==> src/rtl/sru_iter.sv <==
// Iterative shift-right unit: LSR/ROR/RRC/ASR, one bit position per clock, start/busy/done handshake.
// Optional left shifts (dir port) enabled by defining SRU_LEFT_EN.
module sru_iter #(
  parameter int unsigned WIDTH = 8,
  parameter int unsigned AMT_W = $clog2(WIDTH)
) (
  input  logic             clk,
  input  logic             rst,
  input  logic             start,
  input  logic [WIDTH-1:0] x,
  input  logic [AMT_W-1:0] amt,
  input  logic [1:0]       sel,
  input  logic             cin,
`ifdef SRU_LEFT_EN
  input  logic             dir,
`endif
  output logic             busy,
  output logic             done,
  output logic [WIDTH-1:0] f,
  output logic             cout
);

  localparam logic [1:0] SEL_LSR = 2'b00;
  localparam logic [1:0] SEL_ROR = 2'b01;
  localparam logic [1:0] SEL_RRC = 2'b10;

  typedef enum logic {ST_IDLE, ST_SHIFT} state_t;

  state_t           r_state, w_state_nxt;
  logic [WIDTH-1:0] r_f, w_f_nxt;
  logic             r_cout, w_cout_nxt;
  logic [AMT_W-1:0] r_cnt, w_cnt_nxt;
  logic [1:0]       r_sel, w_sel_nxt;
  logic             r_busy, w_busy_nxt;
  logic             r_done, w_done_nxt;
  logic             w_fill;
`ifdef SRU_LEFT_EN
  logic             r_dir, w_dir_nxt;
`endif

  always_ff @(posedge clk) begin
    if (rst) begin
      r_state <= ST_IDLE;
      r_f     <= '0;
      r_cout  <= 1'b0;
      r_cnt   <= '0;
      r_sel   <= SEL_LSR;
      r_busy  <= 1'b0;
      r_done  <= 1'b0;
`ifdef SRU_LEFT_EN
      r_dir   <= 1'b0;
`endif
    end else begin
      r_state <= w_state_nxt;
      r_f     <= w_f_nxt;
      r_cout  <= w_cout_nxt;
      r_cnt   <= w_cnt_nxt;
      r_sel   <= w_sel_nxt;
      r_busy  <= w_busy_nxt;
      r_done  <= w_done_nxt;
`ifdef SRU_LEFT_EN
      r_dir   <= w_dir_nxt;
`endif
    end
  end

  // Next-state, one-bit step datapath and handshake outputs
  always_comb begin
    w_state_nxt = r_state;
    w_f_nxt     = r_f;
    w_cout_nxt  = r_cout;
    w_cnt_nxt   = r_cnt;
    w_sel_nxt   = r_sel;
    w_busy_nxt  = r_busy;
    w_done_nxt  = 1'b0;
    w_fill      = 1'b0;
`ifdef SRU_LEFT_EN
    w_dir_nxt   = r_dir;
`endif
    case (r_state)
      ST_IDLE: begin
        if (start) begin
          w_f_nxt     = x;
          w_cout_nxt  = cin;
          w_cnt_nxt   = amt;
          w_sel_nxt   = sel;
          w_busy_nxt  = 1'b1;
          w_state_nxt = ST_SHIFT;
`ifdef SRU_LEFT_EN
          w_dir_nxt   = dir;
`endif
        end
      end
      ST_SHIFT: begin
        if (r_cnt != '0) begin
          w_cnt_nxt = r_cnt - AMT_W'(1);
`ifdef SRU_LEFT_EN
          if (r_dir) begin
            // Arithmetic left fills zero, same as logical
            case (r_sel)
              SEL_ROR: w_fill = r_f[WIDTH-1];
              SEL_RRC: w_fill = r_cout;
              default: w_fill = 1'b0;
            endcase
            w_f_nxt    = {r_f[WIDTH-2:0], w_fill};
            w_cout_nxt = r_f[WIDTH-1];
          end else
`endif
          begin
            case (r_sel)
              SEL_LSR: w_fill = 1'b0;
              SEL_ROR: w_fill = r_f[0];
              SEL_RRC: w_fill = r_cout;
              default: w_fill = r_f[WIDTH-1];
            endcase
            w_f_nxt    = {w_fill, r_f[WIDTH-1:1]};
            w_cout_nxt = r_f[0];
          end
        end else begin
          w_done_nxt  = 1'b1;
          w_busy_nxt  = 1'b0;
          w_state_nxt = ST_IDLE;
        end
      end
      default: w_state_nxt = ST_IDLE;
    endcase
  end

  assign busy = r_busy;
  assign done = r_done;
  assign f    = r_f;
  assign cout = r_cout;

endmodule

==> config.mk <==
export PLATFORM = sky130hd
export DESIGN_NAME = sru_iter
export DESIGN_NICKNAME = d
export VERILOG_FILES = /design/src/rtl/sru_iter.sv
export SDC_FILE = /design/constraint.sdc
export NUM_CORES = 1
export LEC_CHECK = 0
export BUFFER_PORTS_ARGS = -buffer_cell sky130_fd_sc_hd__buf_2
export CAP_MARGIN = 20
export CORE_MARGIN = 5
export CORE_UTILIZATION = 40
export DETAILED_ROUTE_END_ITERATION = 12
export PLACE_DENSITY = 0.78
export SYNTH_ARGS = -nofsm -noshare
export SYNTH_HDL_FRONTEND = slang
export SYNTH_SLANG_ARGS = --single-unit
export TNS_END_PERCENT = 20
==> constraint.sdc <==
create_clock -name clk -period 1.54 [get_ports clk]
set_input_delay 0.154 -clock clk [delete_from_list [all_inputs] [get_ports clk]]
set_output_delay 0.154 -clock clk [all_outputs]
set_load 0.005 [all_outputs]
==> reports/results.ini, run 1 <==
[run_status]
status = completed

[floorplanning]
initial_core_util_pct = 42.6
dieArea_sq_mm = 0.00313
io_pins = 28
dieWidth_um = 55.9
core_sq_mm = 0.00198
die_h_um = 55.9
rows = 16

[critical_path]
crit_path_end_kind = register
cp_top_family = simple AND/OR/NAND/NOR gates
critPathLaunchType = register
cpPeakStageDelay_ns = 0.57
cp_max_fo = 3
cp.required_ns = 1.72
worst-setup-path-type = reg2reg
crit_path_cell_trace = inv_2, ha_2, or4b_4, a31oi_4, a311oi_2
critPathSlowestCell = or4b_4
crit_buf_inv = 1
cp.arrival_ns = 1.70

[synthesis]
syn_avg_cell_area_sq_um = 9.69
synth_nets = 109
yosys.area.top_type = dfxtp_1
ys_top_cells_by_area = dfxtp_1 (40%), mux2i_1 (13%), a211oi_1 (8.0%), ha_1 (7.4%), a21oi_1 (7.1%)
synth_cell_types = 25
synth_cells = 87
synth_area_sq_um = 843
ys_ff_latch = 17
ys_seq_area_share_pct = 40.4
ys.warnings.count = 0
yosysTopAreaCellShare_pct = 40.4

[clock_network]
cts_tree = done
clkTransAtPathRegs_ns = 0.10
cts_root_buf = clkbuf_4
clock_sinks = 17
cts_hold_buf = 0
cts_buffers = 3
htree_levels = 1
cts_buffer_depth = 2
clock_latency_ns = 0.29

[power]
cell_internal_pwr_mw = 0.763
p_leak_nw = 0.478
power_density_mw_per_mm2 = 1020
power_switching_mw = 0.353
pwr-share-clk_pct = 22.1
switching_share_pct = 31.6
p_seq_share_pct = 48.3
irDropWorstVdd_mv = 0.503
power_frac_comb_pct = 29.6
p_total_mw = 1.12

[drt]
drc_errors = 0
drt_iter0_drc = 14
first_pass_iters = 4
vias = 757
drt_wl_total_um = 2000
viasPerCell = 5.18
ant_nets = 0
wire_per_inst_um = 13.7

[global_routing]
grt-ovfl-total = 0
grt_max_degree = 18
grt_pass1_wl_um = 3290
grt_use_total_pct = 13.2
grt_pass1_vias = 744
antenna_found_initial = 0

[place]
io_buffers = 27
dp_hpwl_um = 1470
place.gp.congestion = 0.716
placed_area_sq_mm = 0.00101
post-place-cells = 139
dpl_worst_slack_ns = -0.0205

[sta]
post-route-period-util_pct = 98.9
fmax_ghz = 0.657
finalHoldViolCount = 0
drv_slew = 0
fin_skew_ns = 0.00223
min_period_ns = 1.52
rsz0062_at_grt = true
tightestPinTransition_ns = 0.421
setup_slack_ns = 0.0168
max-slew-margin-rel_pct = 71.9
finalSetupViolCount = 0
holdWs_ns = 0.0963
fin_tns_setup_ns = 0

[layout]
fin_util_pct = 55.5
fin_nets = 142
design_area_sq_mm = 0.00110
num-fill-cells = 175
antenna_cells = 0
layout-drive-gt1-share_pct = 43.7
stdcell_count = 146
syn_to_final_growth_pct = 30.4

[worst_hold_path]
hold_path.class = in2reg

[flow_run]
drv_cap = 0

[synthesized netlist by cell type, drive strengths merged]
cell	number
a211oi	9
a21oi	12
a221oi	2
a22oi	1
a2bb2oi	1
a311oi	1
a31oi	1
and2	1
buf	6
clkbuf	1
dfxtp	17
ha	5
inv	5
mux2i	11
nand2	1
nand3b	1
nor2	5
nor2b	3
nor4bb	1
o211ai	1
or2	1
or4b	1
[layer usage]
layer | global-route usage [%] | up-vias | share of wire (%)
met3 | 3.48 | 2 | 2.8
met2 | 21.8 | 14 | 52
met4 | 6.78 | 0 | 1.2
li1 | - | 381 | -
met1 | 15.6 | 360 | 44
met5 | 0 | - | 0
[final timing paths]
| check | from | end | slack [ns] | depth (start not counted) |
|---|---|---|---|---|
| max | r_sel[0]$_SDFFE_PP0P_ | f[7]$_SDFFE_PP0P_ | 0.02 | 5 |
| min | sel[0] | r_sel[0]$_SDFFE_PP0P_ | 0.1 | 3 |
| max reg2reg | r_sel[0]$_SDFFE_PP0P_ | f[7]$_SDFFE_PP0P_ | 0.02 | 5 |
| min reg2reg | busy$_SDFFE_PP0P_ | busy$_SDFFE_PP0P_ | 0.52 | 2 |
[cells in the final DEF (no fill, tap or decap), types with 2 or more instances in the layout]
cell type and n:
a211oi_1 9, a21oi_1 12, buf_2 27, buf_4 8
clkbuf_4 3, dfxtp_1 15, dfxtp_2 2, ha_1 2
ha_2 3, inv_1 3, inv_2 2, mux2i_1 11
nor2_1 5, nor2b_1 3
[flip-flops by register name, indices dropped and copies added, names as in the netlist]
register / flops
r_sel: 2
busy: 1
f: 8
cout: 1
done: 1
r_state: 1
r_cnt: 3
[worst min-delay path, stage by stage]
cell and delay [ns]:
buf_2 0.08, mux2i_1 0.06, nor2_1 0.07
[final cells by class]
class,count,area (sq um),share of cell area [%]
clock inverter,1,5.00,0.455
sequential,17,343,31.2
multi-input combinational,58,482,43.8
timing repair buffer,35,195,17.7
clock buffer,3,22.5,2.05
tap,27,33.8,3.07
inverter,5,18.8,1.71
[repair_timing]
| item | CTS | global route |
|---|---|---|
| endpoints found under the setup margin | 1 | 10 |
| pin swaps | 1 | 3 |
| gates resized for setup | 1 | 12 |
| buffers inserted | 0 | 3 |
| gates cloned | 0 | 0 |
[power groups by stage]
| stage | Combinational [mW] | Clock, mW | Sequential [mW] |
|---|---|---|---|
| finish | 0.330 | 0.247 | 0.539 |
| CTS | 0.296 | 0.253 | 0.536 |
| floorplan | 0.202 | 0 | 0.537 |
| global route | 0.369 | 0.272 | 0.547 |
| detailed placement | 0.294 | 0 | 0.545 |
| global placement | 0.285 | 0 | 0.543 |
[cells by family after synthesis]
logic type | count (synthesis) | share of synthesized area [%]
muxes | 11 | 13.1
buffers and inverters | 12 | 7.42
adders and majority gates | 5 | 7.42
and+or+nand+nor | 14 | 9.94
DFF | 17 | 40.4
AOI/OAI and AO/OA | 28 | 21.8
No activity file was read; power rests on OpenSTA's default activity.
==> inputs of run 2 (changes only) <==
--- a/config.mk
+++ b/config.mk
@@ -10,7 +10,9 @@
 export CORE_MARGIN = 5
 export CORE_UTILIZATION = 40
 export DETAILED_ROUTE_END_ITERATION = 12
-export PLACE_DENSITY = 0.78
+export MAX_ROUTING_LAYER = met4
+export PLACE_DENSITY = 0.68
+export REMOVE_ABC_BUFFERS = 1
 export SYNTH_ARGS = -nofsm -noshare
 export SYNTH_HDL_FRONTEND = slang
 export SYNTH_SLANG_ARGS = --single-unit
==> reports/results.ini, run 2 (synthesized netlist as in run 1, its figures left out) <==
[run_status]
status = completed

[clock_network]
cts_buffers = 3
cts_setup_buffers = 0
cts_hold_buf = 0
clock_latency_ns = 0.29
clkTransAtPathRegs_ns = 0.10
cts_root_buf = clkbuf_4
cts_buffer_depth = 2
cts_tree = done
htree_levels = 1
clock_sinks = 17

[floorplanning]
rows = 16
io_pins = 28
core_sq_mm = 0.00198
initial_core_util_pct = 42.6
dieArea_sq_mm = 0.00313
dieWidth_um = 55.9
die_h_um = 55.9

[sta]
fmax_ghz = 0.659
fin_skew_ns = 0.00885
tightestPinTransition_ns = 0.359
max-slew-margin-rel_pct = 76.0
post-route-period-util_pct = 98.5
rsz0062_at_grt = true
setup_slack_ns = 0.0225
finalSetupViolCount = 0
finalHoldViolCount = 0
drv_slew = 0
min_period_ns = 1.52

[layout]
final_cell_mix = buf_2 (27), dfxtp_1 (16), a21oi_1 (12)
syn_to_final_growth_pct = 24.6
num-fill-cells = 195
fin_util_pct = 53.0
fin_nets = 140
final_common_cell = buf_2
stdcell_count = 144
antenna_cells = 0
largest_register_ffs = 8
layout-drive-gt1-share_pct = 34.2

[flow_run]
drv_cap = 0

[global_routing]
antenna_found_initial = 0
grt_pass1_vias = 757
grt-ovfl-total = 0
grt_max_degree = 18
grt_pass1_wl_um = 3220
grt_use_total_pct = 13.2

[drt]
ant_nets = 0
viasPerCell = 5.18
wire_per_inst_um = 13.1
first_pass_iters = 4
drc_errors = 0
drt_wl_total_um = 1890
vias = 746
drt_iter0_drc = 6

[place]
place.gp.congestion = 0.733
dpl_worst_slack_ns = -0.00188
post-place-cells = 140
dp_hpwl_um = 1470
io_buffers = 27

[worst_hold_path]
hold_path.class = in2reg

[power]
power_frac_comb_pct = 28.1
p_leak_nw = 0.465
cell_internal_pwr_mw = 0.750
power_switching_mw = 0.325
pwr-share-clk_pct = 22.0
power_density_mw_per_mm2 = 1020
switching_share_pct = 30.2
irDropWorstVdd_mv = 0.555
p_seq_share_pct = 50.0

[critical_path]
cp.arrival_ns = 1.69
crit_path_cell_trace = inv_1, ha_1, or4b_4, a31oi_2, a311oi_1
critPathLaunchType = register
cpPeakStageDelay_ns = 0.55
cp_max_fo = 3
crit_path_end_kind = register
cp.required_ns = 1.72
worst-setup-path-type = reg2reg
critPathSlowestCell = or4b_4

[run 2: cell count changes in the layout (fill, tap and decap cells not counted), sizes merged]
cell and delta:
clkbuf +1, buf -2, clkinv -1
[run 2: what timing repair did]
| action | in CTS | in global routing |
|---|---|---|
| endpoints found under the setup margin | 1 | 2 |
| gates resized for setup | 1 | 2 |
| pin swaps | 0 | 1 |
[run 2: per-layer routing]
layer	routed length (um)	GRT usage, %	vias up
met1	848	15.4	346
met2	898	20.6	17
li1	-	-	379
met5	0	-	-
met4	26	7.12	0
met3	116	3.71	4
[run 2: per-stage QoR]
| stage | instance area, sq um | setup TNS [ns] | hold slack [ns] | total power, mW |
|---|---|---|---|---|
| 3_5_place_dp | 1010 | -0.00188 | 0.419 | 0.846 |
| 6_report | 1050 | 0 | 0.113 | 1.08 |
| 5_1_grt | 1050 | -0.0734 | 0.112 | 1.15 |
| 4_1_cts | 1040 | 0 | 0.110 | 1.08 |
| 3_3_place_gp | 1010 | 0 | 0.403 | 0.834 |
| 2_1_floorplan | 800 | -1.16 | 0.226 | 0.713 |
[run 2: critical path: cells and delay by family (launching register included)]
family	cells	cell delay, ns
compound gates	2	0.23
fa+ha+maj	1	0.21
buf+inv	1	0.06
flops	1	0.35
simple gates	1	0.55
[run 2: path summary, 6_finish.rpt]
check	startpoint	end	slack, ns	cells after the start
max	r_sel[0]$_SDFFE_PP0P_	f[7]$_SDFFE_PP0P_	0.02	5
min reg2reg	busy$_SDFFE_PP0P_	busy$_SDFFE_PP0P_	0.50	2
max reg2reg	r_sel[0]$_SDFFE_PP0P_	f[7]$_SDFFE_PP0P_	0.02	5
min	sel[1]	r_sel[1]$_SDFFE_PP0P_	0.11	3
[run 2: area by class of cell]
type | count | area [sq um] | area share, %
multi-input cells | 58 | 450 | 42.9
clock buffers | 4 | 26.3 | 2.50
well taps | 27 | 33.8 | 3.21
flip-flops and latches | 17 | 342 | 32.5
repair buffers | 33 | 180 | 17.1
inverters | 5 | 18.8 | 1.79
[run 2: power by group through the flow]
stage                     registers (mW)  logic (mW)  clock network [mW]
after global routing               0.545       0.336               0.271
after floorplan                    0.550       0.163                   0
after CTS                          0.538       0.300               0.245
final                              0.537       0.302               0.236
after detailed placement           0.546       0.299                   0
after global placement             0.543       0.291                   0
